--- src/rtl/sreg_bwd.sv ---
// Two-entry skid register: fully registered valid/ready/data on both sides.
// Latency is 1 cycle EMPTY->valid; the skid entry absorbs the one word that arrives as ready falls.
module sreg_bwd #(
   parameter int T_WIDTH = 8
) (
   input  logic               clk,
   input  logic               reset,
   input  logic [T_WIDTH-1:0] s_port_data,
   input  logic               s_port_valid,
   output logic               s_port_ready,
   output logic [T_WIDTH-1:0] m_port_data,
   output logic               m_port_valid,
   input  logic               m_port_ready,
   output logic [1:0]         level
);

   typedef enum logic [1:0] {
      S_EMPTY = 2'd0,
      S_BUSY  = 2'd1,
      S_FULL  = 2'd2
   } state_t;

   state_t             r_state;
   logic [T_WIDTH-1:0] r_main;
   logic [T_WIDTH-1:0] r_skid;
   logic               r_m_valid;
   logic               r_s_ready;
   logic [1:0]         r_level;

   logic               w_s_xfer;
   logic               w_m_xfer;

   assign w_s_xfer = s_port_valid & r_s_ready;
   assign w_m_xfer = r_m_valid & m_port_ready;

   // Outputs are written alongside the state so they always match the next state.
   always_ff @(posedge clk) begin
      if (reset) begin
         r_state   <= S_EMPTY;
         r_main    <= '0;
         r_skid    <= '0;
         r_m_valid <= 1'b0;
         r_s_ready <= 1'b0;
         r_level   <= 2'd0;
      end else begin
         unique case (r_state)
            S_EMPTY: begin
               r_s_ready <= 1'b1;
               if (w_s_xfer) begin
                  r_main    <= s_port_data;
                  r_state   <= S_BUSY;
                  r_m_valid <= 1'b1;
                  r_level   <= 2'd1;
               end else begin
                  r_state   <= S_EMPTY;
                  r_m_valid <= 1'b0;
                  r_level   <= 2'd0;
               end
            end
            S_BUSY: begin
               if (w_s_xfer && !w_m_xfer) begin
                  r_skid    <= s_port_data;
                  r_state   <= S_FULL;
                  r_m_valid <= 1'b1;
                  r_s_ready <= 1'b0;
                  r_level   <= 2'd2;
               end else if (!w_s_xfer && w_m_xfer) begin
                  r_state   <= S_EMPTY;
                  r_m_valid <= 1'b0;
                  r_s_ready <= 1'b1;
                  r_level   <= 2'd0;
               end else begin
                  if (w_s_xfer) begin
                     r_main <= s_port_data;
                  end
                  r_state   <= S_BUSY;
                  r_m_valid <= 1'b1;
                  r_s_ready <= 1'b1;
                  r_level   <= 2'd1;
               end
            end
            S_FULL: begin
               if (w_m_xfer) begin
                  r_main    <= r_skid;
                  r_state   <= S_BUSY;
                  r_m_valid <= 1'b1;
                  r_s_ready <= 1'b1;
                  r_level   <= 2'd1;
               end else begin
                  r_state   <= S_FULL;
                  r_m_valid <= 1'b1;
                  r_s_ready <= 1'b0;
                  r_level   <= 2'd2;
               end
            end
            default: begin
               r_state   <= S_EMPTY;
               r_m_valid <= 1'b0;
               r_s_ready <= 1'b0;
               r_level   <= 2'd0;
            end
         endcase
      end
   end

   assign s_port_ready = r_s_ready;
   assign m_port_data  = r_main;
   assign m_port_valid = r_m_valid;
   assign level        = r_level;

endmodule

--- config.mk ---
export PLATFORM = sky130hd
export DESIGN_NAME = sreg_bwd
export DESIGN_NICKNAME = d
export VERILOG_FILES = /design/src/rtl/sreg_bwd.sv
export SDC_FILE = /design/constraint.sdc
export NUM_CORES = 1
export LEC_CHECK = 0
export BUFFER_PORTS_ARGS = -buffer_cell sky130_fd_sc_hd__clkbuf_2
export CORE_ASPECT_RATIO = 0.9
export CORE_MARGIN = 4
export CORE_UTILIZATION = 54
export DETAILED_ROUTE_END_ITERATION = 8
export PLACE_DENSITY_LB_ADDON = 0.12
export SETUP_SLACK_MARGIN = 0.02
export SYNTH_ARGS = -nofsm -noshare
export SYNTH_HDL_FRONTEND = slang
export SYNTH_SLANG_ARGS = --single-unit
--- constraint.sdc ---
create_clock -name clk -period 4 [get_ports clk]
set_clock_uncertainty 0.1 [all_clocks]
set_input_delay 0.8 -clock clk [delete_from_list [all_inputs] [get_ports clk]]
set_output_delay 0.8 -clock clk [all_outputs]
set_load 0.01 [all_outputs]
# After elaboration in Yosys (flattened, before gate mapping)

Index checks and enable logic that the tools add are counted.

Bits in registers: 20
Latch bits: 0
Memory bits (writable): 0
Memory bits (read-only): 0
Input bits: 12
Memories kept: 0

$add $sub $neg: 0
Multipliers: 0
Div/mod/pow operators: 0
$lt $le $gt $ge: 0
Equality and inequality tests: 5
Shift operators: 0
Multiplexer cells: 17
Bitwise logic cells: 2
Reductions and logical operators: 8

Operators with widths:

| cell                                                | number |
|---|---|
| 2-to-1 mux 8 bit                                    | 4 |
| one-hot mux 8 bit (3 select lines)                  | 1 |
| 2-to-1 mux 1 bit                                    | 7 |
| inequality test 2 bit, second input constant        | 3 |
| one-hot mux 1 bit (3 select lines)                  | 2 |
| one-hot mux 2 bit (3 select lines)                  | 1 |
| 2-to-1 mux 2 bit                                    | 2 |
| AND reduction 4 bit                                 | 1 |
| nonzero test 3 bit                                  | 1 |
| AND 1 bit                                           | 2 |
| equality test 2 x 1 -> 1 bit, second input constant | 1 |
| equality test 2 bit, second input constant          | 1 |
| logical AND 1 bit                                   | 2 |
| zero test 1 bit                                     | 2 |
| zero test 2 bit                                     | 1 |
| AND reduction 2 bit                                 | 1 |

# Logic depth before layout (Yosys ltp)

Gate-level depths: netlist (run 1).

Word-level depth: 6
Gate-level depth with buffers: 9
Gate-level depth less buffers: 7

# Least setup slack after synthesis (run 1)

Ideal clock, no wire load.

Path type: input to register
From: input s_port_valid
To: register r_main[5], in the netlist m_port_data[5]
Arrival time: 2.106 ns
Slack: 1.714 ns
Stages: 9
Cell sequence: nand2_1 > inv_1 > ha_1 > and3b_1 > buf_6 > a221oi_4 > buf_6 > nor2_1 > a211oi_2

Longest elaborated chain between the ends: 5
Elaborated cells on any way between the ends: 11
Those cells by class: eq/ne (2); mux (4); bitwise (1); reduce/logical (4)

Ends and longest elaborated chain:

| element                                                                          | RTL line | RTL |
|---|---|---|
| start, declared                                                                  | 9        | `input logic s_port_valid,` |
| AND 1 bit *                                                                      | 33       | `assign w_s_xfer = s_port_valid & r_s_ready;` |
| 2-to-1 mux 8 bit / zero test 1 bit (equally long branches)                       | n/a      |  |
| 2-to-1 mux 8 bit / logical AND 1 bit (equally long branches)                     | n/a      |  |
| 2-to-1 mux 8 bit / inequality test 2 bit (equally long branches)                 | n/a      |  |
| one-hot mux 8 bit (3 select lines) / AND reduction 4 bit (equally long branches) | n/a      |  |
| end signal, assigned                                                             | 50       | `r_main <= s_port_data;` |
| end signal, assigned                                                             | 74       | `r_main <= s_port_data;` |
| end signal, assigned                                                             | 84       | `r_main <= r_skid;` |
| end, declared                                                                    | 24       | `logic [T_WIDTH-1:0] r_main;` |

Every way passes the cells marked *; elsewhere a longest branch is shown, timed or not. The select of a mux whose other input is x is not followed.
A chain may end at the register's enable or synchronous reset.

# Worst setup path in the final report (run 1)

From: input s_port_valid
To: register r_main[4], in the netlist m_port_data[4]

The elaborated chain is that of the path after synthesis.

==> results.py, run 1 <==
metrics = {
    "run_status": {
        "status": "finished clean",
    },
    "cts": {
        "post_cts.repair.setup_buffers": 0,
        "clock-sinks": 20,
        "cts_root_buffer": "clkbuf_4",
        "cts_tree": "done",
        "holdBufCountCts": 0,
        "clk_latency_ps": 290,
        "post_cts_resized": 0,
        "path_clk_slew_ps": 110,
        "htree_levels": 1,
        "cts_inserted_buffers": 3,
        "cts.path.max_buffers": 2,
    },
    "sta": {
        "tns_ps": 0,
        "fin_crit_sh_pct": 58.9,
        "whs_ps": 360,
        "timing.final.crit_period_ps": 2360,
        "rsz0062_at_grt": "false",
        "hold_violations": 0,
        "worstMarginPinSlew_ps": 658,
        "finalMaxSlewViolations": 0,
        "setup_violations": 0,
        "max_freq_mhz": 424,
        "slew_headroom_pct": 56.2,
    },
    "routing": {
        "wl_per_cell_um": 12.2,
        "dr.first_iter.drc_count": 5,
        "drc": 0,
        "ant_nets": 0,
        "wl_mm": 1.71,
        "viasPerCell": 4.97,
        "drtPass1Iterations": 3,
        "dr_total_vias": 696,
    },
    "floorplan": {
        "die_area_um2": 2390,
        "std_cell_rows": 13,
        "die_x_um": 51.1,
        "ioPinCount": 24,
        "core_area_um2": 1510,
        "die_h_um": 46.8,
        "start_util_pct": 59.6,
    },
    "critical_path": {
        "required_ps": 4110,
        "startpoint_type": "input port",
        "worstPathMaxFanout": 16,
        "r2r-start": "m_port_valid",
        "crit_arrival_ps": 2460,
        "cp-end-kind": "flop",
        "crit_path_start": "s_port_valid",
        "path_class": "input port to flop",
        "reg2regPathDepth": 6,
    },
    "synthesis": {
        "synthMuxAreaShare_pct": 8.89,
        "yosys.area_share.adder_pct": 1.39,
        "synth_xor_area_share_pct": 0,
        "yosysSeqAreaShare_pct": 44.4,
        "syn_area_per_cell_um2": 9.10,
        "yosysWarnings": 0,
        "ys_ff_latch": 20,
        "syn-cell-area_um2": 901,
        "synth_top_family_by_area": "compound AO/OA/AOI/OAI gates",
        "yosysUniqueCellTypes": 17,
        "synth_compound_area_share_pct": 19.9,
        "synth-simple-area-share_pct": 17.9,
        "syn_nets": 112,
        "syn-instance-count": 99,
    },
    "grt": {
        "grt_pass1_vias": 606,
        "grtUsageTotal_pct": 15.9,
        "grt_overflow": 0,
        "grt_first_pass_wirelength_mm": 2.78,
        "antenna_found_initial": 0,
        "grt_max_degree": 21,
    },
    "place": {
        "globalplace.congestion": 0.752,
        "portBuffers": 23,
        "hpwl_mm": 1.32,
    },
    "worst_hold_path": {
        "min_from": "r_skid[6]",
        "min_path_cells": 2,
        "hp-class": "flop to flop",
    },
    "run": {
        "cap_viol_max_count": 0,
    },
    "finish": {
        "syn_to_final_growth_pct": 11.2,
        "nFillCells": 144,
        "fin_nets": 133,
        "layout-drive-gt1-share_pct": 25.4,
        "antenna_cells": 0,
    },
    "power_and_ir_drop": {
        "p_per_area_nw_per_um2": 379,
        "max-vdd-ir-drop_mv": 0.299,
        "total_leakage_power_nw": 0.459,
    },
}
==> cell families after synthesis <==
logic type	after synthesis
AND/OR/NAND/NOR	37
buffers and inverters	8
flip-flops	20
adder cells (fa/ha/maj)	1
multiplexers	8
AO/OA/AOI/OAI	25
==> cell usage in the layout (no fill, tap or decap) <==
master	instances
nor2_1	12
a221oi_4	1
inv_1	1
and3b_1	1
clkbuf_2	23
dfxtp_1	20
nand2b_4	1
a21oi_1	12
o21ai_0	3
nand2_1	21
mux2i_1	8
a211oi_1	6
a211oi_2	2
nand3b_1	2
ha_1	1
a21o_1	1
clkbuf_4	3
==> area by class of cell <==
| type | count | area (um^2) | area share [%] |
|---|---|---|---|
| Multi-Input combinational cell | 71 | 433 | 43.2 |
| Sequential cell | 20 | 400 | 40.0 |
| Timing Repair Buffer | 23 | 115 | 11.5 |
| Tap cell | 22 | 27.5 | 2.75 |
| Clock buffer | 3 | 22.5 | 2.25 |
| Inverter | 1 | 3.75 | 0.375 |
==> through the flow <==
stage | area, um^2 | setup WS (ps) | instances | util [%] | power [mW]
after global routing | 1000 | 1440 | 140 | 66.3 | 0.402
after CTS | 1000 | 1610 | 140 | 66.3 | 0.383
after detailed placement | 980 | 1300 | 137 | 64.8 | 0.292
after floorplan | 901 | 1710 | 99 | - | 0.273
final | 1000 | 1640 | 140 | 66.3 | 0.380
after global placement | 980 | 1430 | 137 | 64.8 | 0.290
==> Yosys cell counts <==
cell	count	area, um^2
nand2b_4	1	13.8
nand3b_1	2	15.0
a211oi_2	2	25.0
a211oi_1	6	45.0
clkbuf_1	2	7.51
a21oi_1	12	60.1
buf_6	5	56.3
inv_1	1	3.75
a21o_1	1	7.51
nand2_1	21	78.8
nor2_1	12	45.0
mux2i_1	8	80.1
and3b_1	1	8.76
dfxtp_1	20	400
o21ai_0	3	15.0
ha_1	1	12.5
a221oi_4	1	26.3
==> power by group <==
part	total [mW]	internal, mW	switching [mW]	leakage, nW
Sequential	0.221	0.212	0.00962	0.164
Clock	0.0928	0.0351	0.0578	0.0138
Combinational	0.0655	0.0285	0.0370	0.281
Total	0.380	0.275	0.104	0.459
==> flip-flops by register name, summed over array words and instances, names as in the netlist <==
name	count
m_port_data	8
r_skid	8
level	2
m_port_valid	1
s_port_ready	1
==> path summary, 6_finish.rpt <==
kind | endpoint | slack (ps)
max | m_port_data[4] | 1640
min | r_skid[6] | 360
max reg2reg | m_port_data[4] | 1880
min reg2reg | r_skid[6] | 360
==> critical path, stage by stage <==
cell	delay (ps)
clkbuf_2	90
nand2_1	100
inv_1	60
ha_1	220
and3b_1	310
a221oi_4	570
nor2_1	80
a211oi_1	240
==> metal layers <==
| metal | GRT usage, % | part of all wire (%) | up-vias |
|---|---|---|---|
| met5 | 0 | 0 | - |
| met4 | 4.84 | 0 | 0 |
| met3 | 6.35 | 5.4 | 0 |
| met2 | 24.7 | 49 | 16 |
| met1 | 20.7 | 46 | 302 |
| li1 | - | - | 378 |
No activity file was read; power rests on OpenSTA's default activity.
==> run 2, diff against run 1 <==
--- a/config.mk
+++ b/config.mk
@@ -8,7 +8,7 @@
 export BUFFER_PORTS_ARGS = -buffer_cell sky130_fd_sc_hd__clkbuf_2
 export CORE_ASPECT_RATIO = 0.9
 export CORE_MARGIN = 4
-export CORE_UTILIZATION = 54
+export CORE_UTILIZATION = 50
 export DETAILED_ROUTE_END_ITERATION = 8
 export PLACE_DENSITY_LB_ADDON = 0.12
 export SETUP_SLACK_MARGIN = 0.02
==> constraint.sdc (replaced) <==
create_clock -name clk -period 2.33 [get_ports clk]
set_clock_uncertainty 0.1 [all_clocks]
set_input_delay 0.466 -clock clk [delete_from_list [all_inputs] [get_ports clk]]
set_output_delay 0.466 -clock clk [all_outputs]
set_load 0.01 [all_outputs]
==> run 2 against run 1 <==
Count of clock-buffer cells in the layout is the same. Worst hold slack worse by 65 ps. Sequential cell count is the same. Clock power rose to 3.0 times the previous value. Via count decreased by 0.29%. Combinational power increased by 74%. Non-clock buffer count increased by 1. Register-to-register slack got worse by 1500 ps. Largest cell class unchanged. Largest power group unchanged.
==> results.py, run 2 (same netlist as run 1, synthesis figures left out) <==
metrics = {
    "sta": {
        "rsz0062_at_grt": "false",
        "worstMarginPinSlew_ps": 430,
        "hold_violations": 0,
        "fin_crit_sh_pct": 82.1,
        "finalMaxSlewViolations": 0,
        "setup_violations": 0,
        "max_freq_mhz": 523,
        "timing.final.crit_period_ps": 1910,
        "tns_ps": 0,
        "slew_headroom_pct": 71.3,
    },
    "critical_path": {
        "startpoint_type": "flop",
        "crit_path_start": "m_port_valid",
        "cp-end-kind": "flop",
        "crit_arrival_ps": 2030,
        "worstPathMaxFanout": 16,
        "path_class": "flop to flop",
        "required_ps": 2450,
        "r2r-start": "m_port_valid",
    },
    "worst_hold_path": {
        "hp-class": "input port to flop",
        "min_from": "s_port_data[1]",
    },
    "power_and_ir_drop": {
        "seqPwrFrac_pct": 49.3,
        "combPwrFrac_pct": 14.8,
        "power.switching_uw": 181,
        "p_sw_share_pct": 23.5,
        "clock_power_share_pct": 35.9,
        "p_per_area_nw_per_um2": 738,
        "total_leakage_power_nw": 0.478,
        "power.internal_uw": 588,
        "max-vdd-ir-drop_mv": 0.683,
    },
    "cts": {
        "holdBufCountCts": 0,
        "htree_levels": 1,
        "clock-sinks": 20,
        "cts.path.max_buffers": 2,
        "post_cts.repair.setup_buffers": 0,
        "cts_root_buffer": "clkbuf_4",
        "cts_inserted_buffers": 3,
        "path_clk_slew_ps": 110,
        "cts_tree": "done",
        "clk_latency_ps": 300,
        "post_cts_resized": 0,
    },
    "finish": {
        "layout.cells.non_filler": 144,
        "final_common_cell": "clkbuf_2",
        "fin_nets": 134,
        "syn_to_final_growth_pct": 15.7,
        "nFillCells": 173,
        "antenna_cells": 0,
        "layout_common_cells": "23 x clkbuf_2, 21 x nand2_1, 20 x dfxtp_1",
        "layout-drive-gt1-share_pct": 26.7,
    },
    "place": {
        "place_inst": 140,
        "portBuffers": 23,
        "globalplace.congestion": 0.752,
        "hpwl_mm": 1.23,
    },
    "grt": {
        "grt_overflow": 0,
        "grt_max_degree": 21,
        "grt_pass1_vias": 634,
        "antenna_found_initial": 0,
        "grtUsageTotal_pct": 14.5,
        "grt_first_pass_wirelength_mm": 2.67,
    },
    "routing": {
        "dr.first_iter.drc_count": 3,
        "drc": 0,
        "wl_mm": 1.63,
        "ant_nets": 0,
        "dr_total_vias": 694,
        "viasPerCell": 4.82,
        "wl_per_cell_um": 11.3,
        "drtPass1Iterations": 4,
    },
    "floorplan": {
        "ioPinCount": 24,
        "std_cell_rows": 14,
        "start_util_pct": 53.6,
        "die_x_um": 52.7,
        "core_area_um2": 1680,
        "die_h_um": 48.3,
        "die_area_um2": 2550,
    },
    "run": {
        "cap_viol_max_count": 0,
    },
    "run_status": {
        "status": "finished clean",
    },
}
[run 2: layer usage]
layer  vias up  track usage (%)  share of wire, %
li1        383                -                 -
met1       291             17.7                48
met2        18             24.8                45
met3         2             5.50               5.6
met4         0             3.06              0.68
met5         -                0                 0
[run 2: critical path, cell delays in order (launching register included)]
cell and delay [ps]:
dfxtp_1 370, nand2_1 120, ha_1 230, and3b_1 300, a221oi_4 210, buf_4 240, nor2_1 60, a211oi_1 200
[run 2: final timing paths]
| path | to | slack [ps] | cells after the start |
|---|---|---|---|
| worst min-delay path | r_skid[1] | 290 | 3 |
| worst min register to register | r_skid[6] | 360 | 2 |
| worst max register to register | m_port_data[3] | 420 | 7 |
| worst max-delay path | m_port_data[3] | 420 | 7 |
[run 2: area by class of cell]
type	instances	area [um^2]	area share (%)
well taps	24	30.0	2.88
repair buffers	24	123	11.8
inverters	1	3.75	0.360
clock buffers	3	22.5	2.16
multi-input cells	71	433	41.5
flip-flops and latches	20	400	38.4
clock inverters	1	30.0	2.88
[run 2: power by group through the flow]
stage	clock [mW]	combinational, mW	sequential [mW]
after floorplan	0	0.0776	0.391
after global placement	0	0.113	0.387
after detailed placement	0	0.115	0.388
after CTS	0.281	0.115	0.380
after global routing	0.294	0.127	0.383
final	0.276	0.114	0.379
[run 2: metrics by stage]
step	total power, mW	setup slack, ps	instance area [um^2]	hold slack [ps]	utilization [%]
2_1_floorplan	0.469	378	901	336	-
3_3_place_gp	0.500	257	990	342	58.9
3_5_place_dp	0.502	216	990	346	58.9
4_1_cts	0.776	419	1040	290	62.0
5_1_grt	0.805	271	1040	289	62.0
6_report	0.769	417	1040	294	62.0
==> run 3, diff against run 2 <==
--- a/config.mk
+++ b/config.mk
@@ -8,7 +8,7 @@
 export BUFFER_PORTS_ARGS = -buffer_cell sky130_fd_sc_hd__clkbuf_2
 export CORE_ASPECT_RATIO = 0.9
 export CORE_MARGIN = 4
-export CORE_UTILIZATION = 50
+export CORE_UTILIZATION = 45
 export DETAILED_ROUTE_END_ITERATION = 8
 export PLACE_DENSITY_LB_ADDON = 0.12
 export SETUP_SLACK_MARGIN = 0.02
==> constraint.sdc (replaced) <==
create_clock -name clk -period 1.6 [get_ports clk]
set_clock_uncertainty 0.1 [all_clocks]
set_input_delay 0.32 -clock clk [delete_from_list [all_inputs] [get_ports clk]]
set_output_delay 0.32 -clock clk [all_outputs]
set_load 0.01 [all_outputs]
==> run 3 against run 2 <==
The flow now finishes with violations (setup timing). Clock power is 49% higher. Largest power group unchanged. Setup slack worse by 460 ps. Non-clock buffer count is 18 higher. Worst hold slack worse by 160 ps. Sequential share of layout area is 6.3 points lower. Register-to-register slack worse by 460 ps. Cell count is 13% higher. Sequential cell count stayed put. Global-route usage is 2.2 points higher. Die area is 9.3% higher. Final area is 21% higher.
==> results.py, run 3 (same netlist as run 1, synthesis figures left out) <==
metrics = {
    "power_and_ir_drop": {
        "total_leakage_power_nw": 0.580,
        "max-vdd-ir-drop_mv": 0.576,
        "p_per_area_nw_per_um2": 965,
    },
    "worst_hold_path": {
        "min_from": "s_port_data[0]",
        "min_path_cells": 3,
        "hp-class": "input port to flop",
    },
    "grt": {
        "grt_overflow": 0,
        "grt_max_degree": 21,
        "grtUsageTotal_pct": 16.7,
        "grt_first_pass_wirelength_mm": 3.33,
        "antenna_found_initial": 0,
        "grt_pass1_vias": 706,
    },
    "critical_path": {
        "max_stage_delay_ps": 350,
        "crit_path_top_delay_cell": "dfxtp_2",
        "required_ps": 1670,
        "r2r-start": "s_port_ready",
        "crit_arrival_ps": 1720,
        "crit_chain": "nand2_2, inv_2, ha_4, and3b_2, a221oi_4, buf_2, a211oi_2",
        "reg2regPathDepth": 7,
        "startpoint_type": "flop",
        "reg2reg_setup_slack_ps": -50,
        "path_class": "flop to flop",
        "cp-end-kind": "flop",
        "crit_path_start": "s_port_ready",
        "worstPathMaxFanout": 5,
    },
    "finish": {
        "fin_util_pct": 65.7,
        "syn_to_final_growth_pct": 39.6,
        "multi_input_area_um2": 492,
        "antenna_cells": 0,
        "layout-drive-gt1-share_pct": 50.0,
        "nFillCells": 165,
        "final_common_cell": "clkbuf_2",
        "layout.cells.non_filler": 163,
        "layout_common_cells": "23 x clkbuf_2, 19 x nand2_1, 17 x dfxtp_1",
        "regArea_um2": 404,
        "fin_nets": 152,
    },
    "routing": {
        "dr_total_vias": 811,
        "ant_nets": 0,
        "wl_per_cell_um": 13.0,
        "drtPass1Iterations": 4,
        "wl_mm": 2.11,
        "drc": 0,
        "viasPerCell": 4.98,
        "dr.first_iter.drc_count": 14,
    },
    "run_status": {
        "status": "finished, violations left",
        "violations": "setup timing",
    },
    "cts": {
        "cts_root_buffer": "clkbuf_4",
        "cts.path.max_buffers": 2,
        "clk_latency_ps": 300,
        "cts_tree": "done",
        "clock-sinks": 20,
        "htree_levels": 1,
        "cts_inserted_buffers": 3,
        "path_clk_slew_ps": 120,
    },
    "floorplan": {
        "die_h_um": 50.4,
        "die_x_um": 55.2,
        "die_area_um2": 2780,
        "ioPinCount": 24,
        "core_area_um2": 1910,
        "std_cell_rows": 15,
        "start_util_pct": 47.1,
    },
    "place": {
        "portBuffers": 23,
        "place_inst": 151,
        "hpwl_mm": 1.36,
        "globalplace.congestion": 0.752,
    },
    "sta": {
        "timing.final.crit_period_ps": 1650,
        "hold_violations": 0,
        "fin_crit_sh_pct": 103,
        "max_freq_mhz": 607,
        "finalMaxSlewViolations": 0,
        "setup_ws_ps": -46.6,
        "slew_headroom_pct": 66.3,
        "worstMarginPinSlew_ps": 506,
        "setup_violations": 8,
        "rsz0062_at_grt": "true",
    },
    "run": {
        "cap_viol_max_count": 0,
    },
}
==> run 3: changes by cell type in the layout (fill, tap and decap cells not counted), moves of 2 or more <==
cell and change:
nor2_2 +6, dfxtp_2 +3, nor2_1 -6, nand2_1 -2, a211oi_2 +5, buf_4 +12
dfxtp_1 -3, a211oi_1 -5, buf_6 +5, nand2_2 +2
==> run 3: routing by layer <==
layer / GRT usage [%] / vias to the layer above / wire, um
met5: 0 / - / 0
li1: - / 420 / -
met2: 24.2 / 18 / 967
met1: 23.3 / 369 / 1030
met3: 2.67 / 4 / 81
met4: 8.50 / 0 / 36
==> run 3: final timing paths <==
| check | endpoint |
|---|---|
| min reg2reg | r_skid[2] |
| min | r_skid[0] |
| max | m_port_data[4] |
| max reg2reg | m_port_data[4] |
==> run 3: metrics by stage <==
stage	hold slack [ps]	cell area [um^2]	setup WS [ps]	setup TNS, ps	total power, mW
finish	135	1260	-46.6	-290	1.21
global route	129	1260	-125	-898	1.28
CTS	124	1190	-3.72	-4.11	1.20
detailed placement	346	1080	-145	-731	0.760
global placement	341	1080	-79.2	-411	0.755
floorplan	336	916	-99.7	-588	0.688
==> run 3: layout make-up <==
type	count	area share, %
clock buffer	3	1.79
timing repair buffer	42	21.8
inverter	1	0.299
multi-input combinational	71	39.1
tap	25	2.49
sequential	20	32.1
clock inverter	1	2.39
==> run 3: critical path, delay by kind of cell (launching register included) <==
kind | cells | cell delay [ps]
AND/OR/NAND/NOR | 2 | 290
adder cells (fa/ha/maj) | 1 | 150
AO/OA/AOI/OAI | 2 | 340
buffers and inverters | 2 | 290
flip-flops | 1 | 350
==> run 3: report_power, final <==
group          internal (mW)  switching (mW)
sequential             0.531          0.0235
clock                  0.253           0.159
combinational          0.123           0.125
total                  0.907           0.307
==> run 3: what timing repair did <==
| item | 4_1_cts | 5_1_grt |
|---|---|---|
| gates resized for setup | 7 | 11 |
| pin swaps | 9 | 3 |
| gates cloned | 1 | 0 |
| buffers inserted | 4 | 3 |
| hold buffers | 0 | 0 |
| setup endpoints to repair | 6 | 13 |
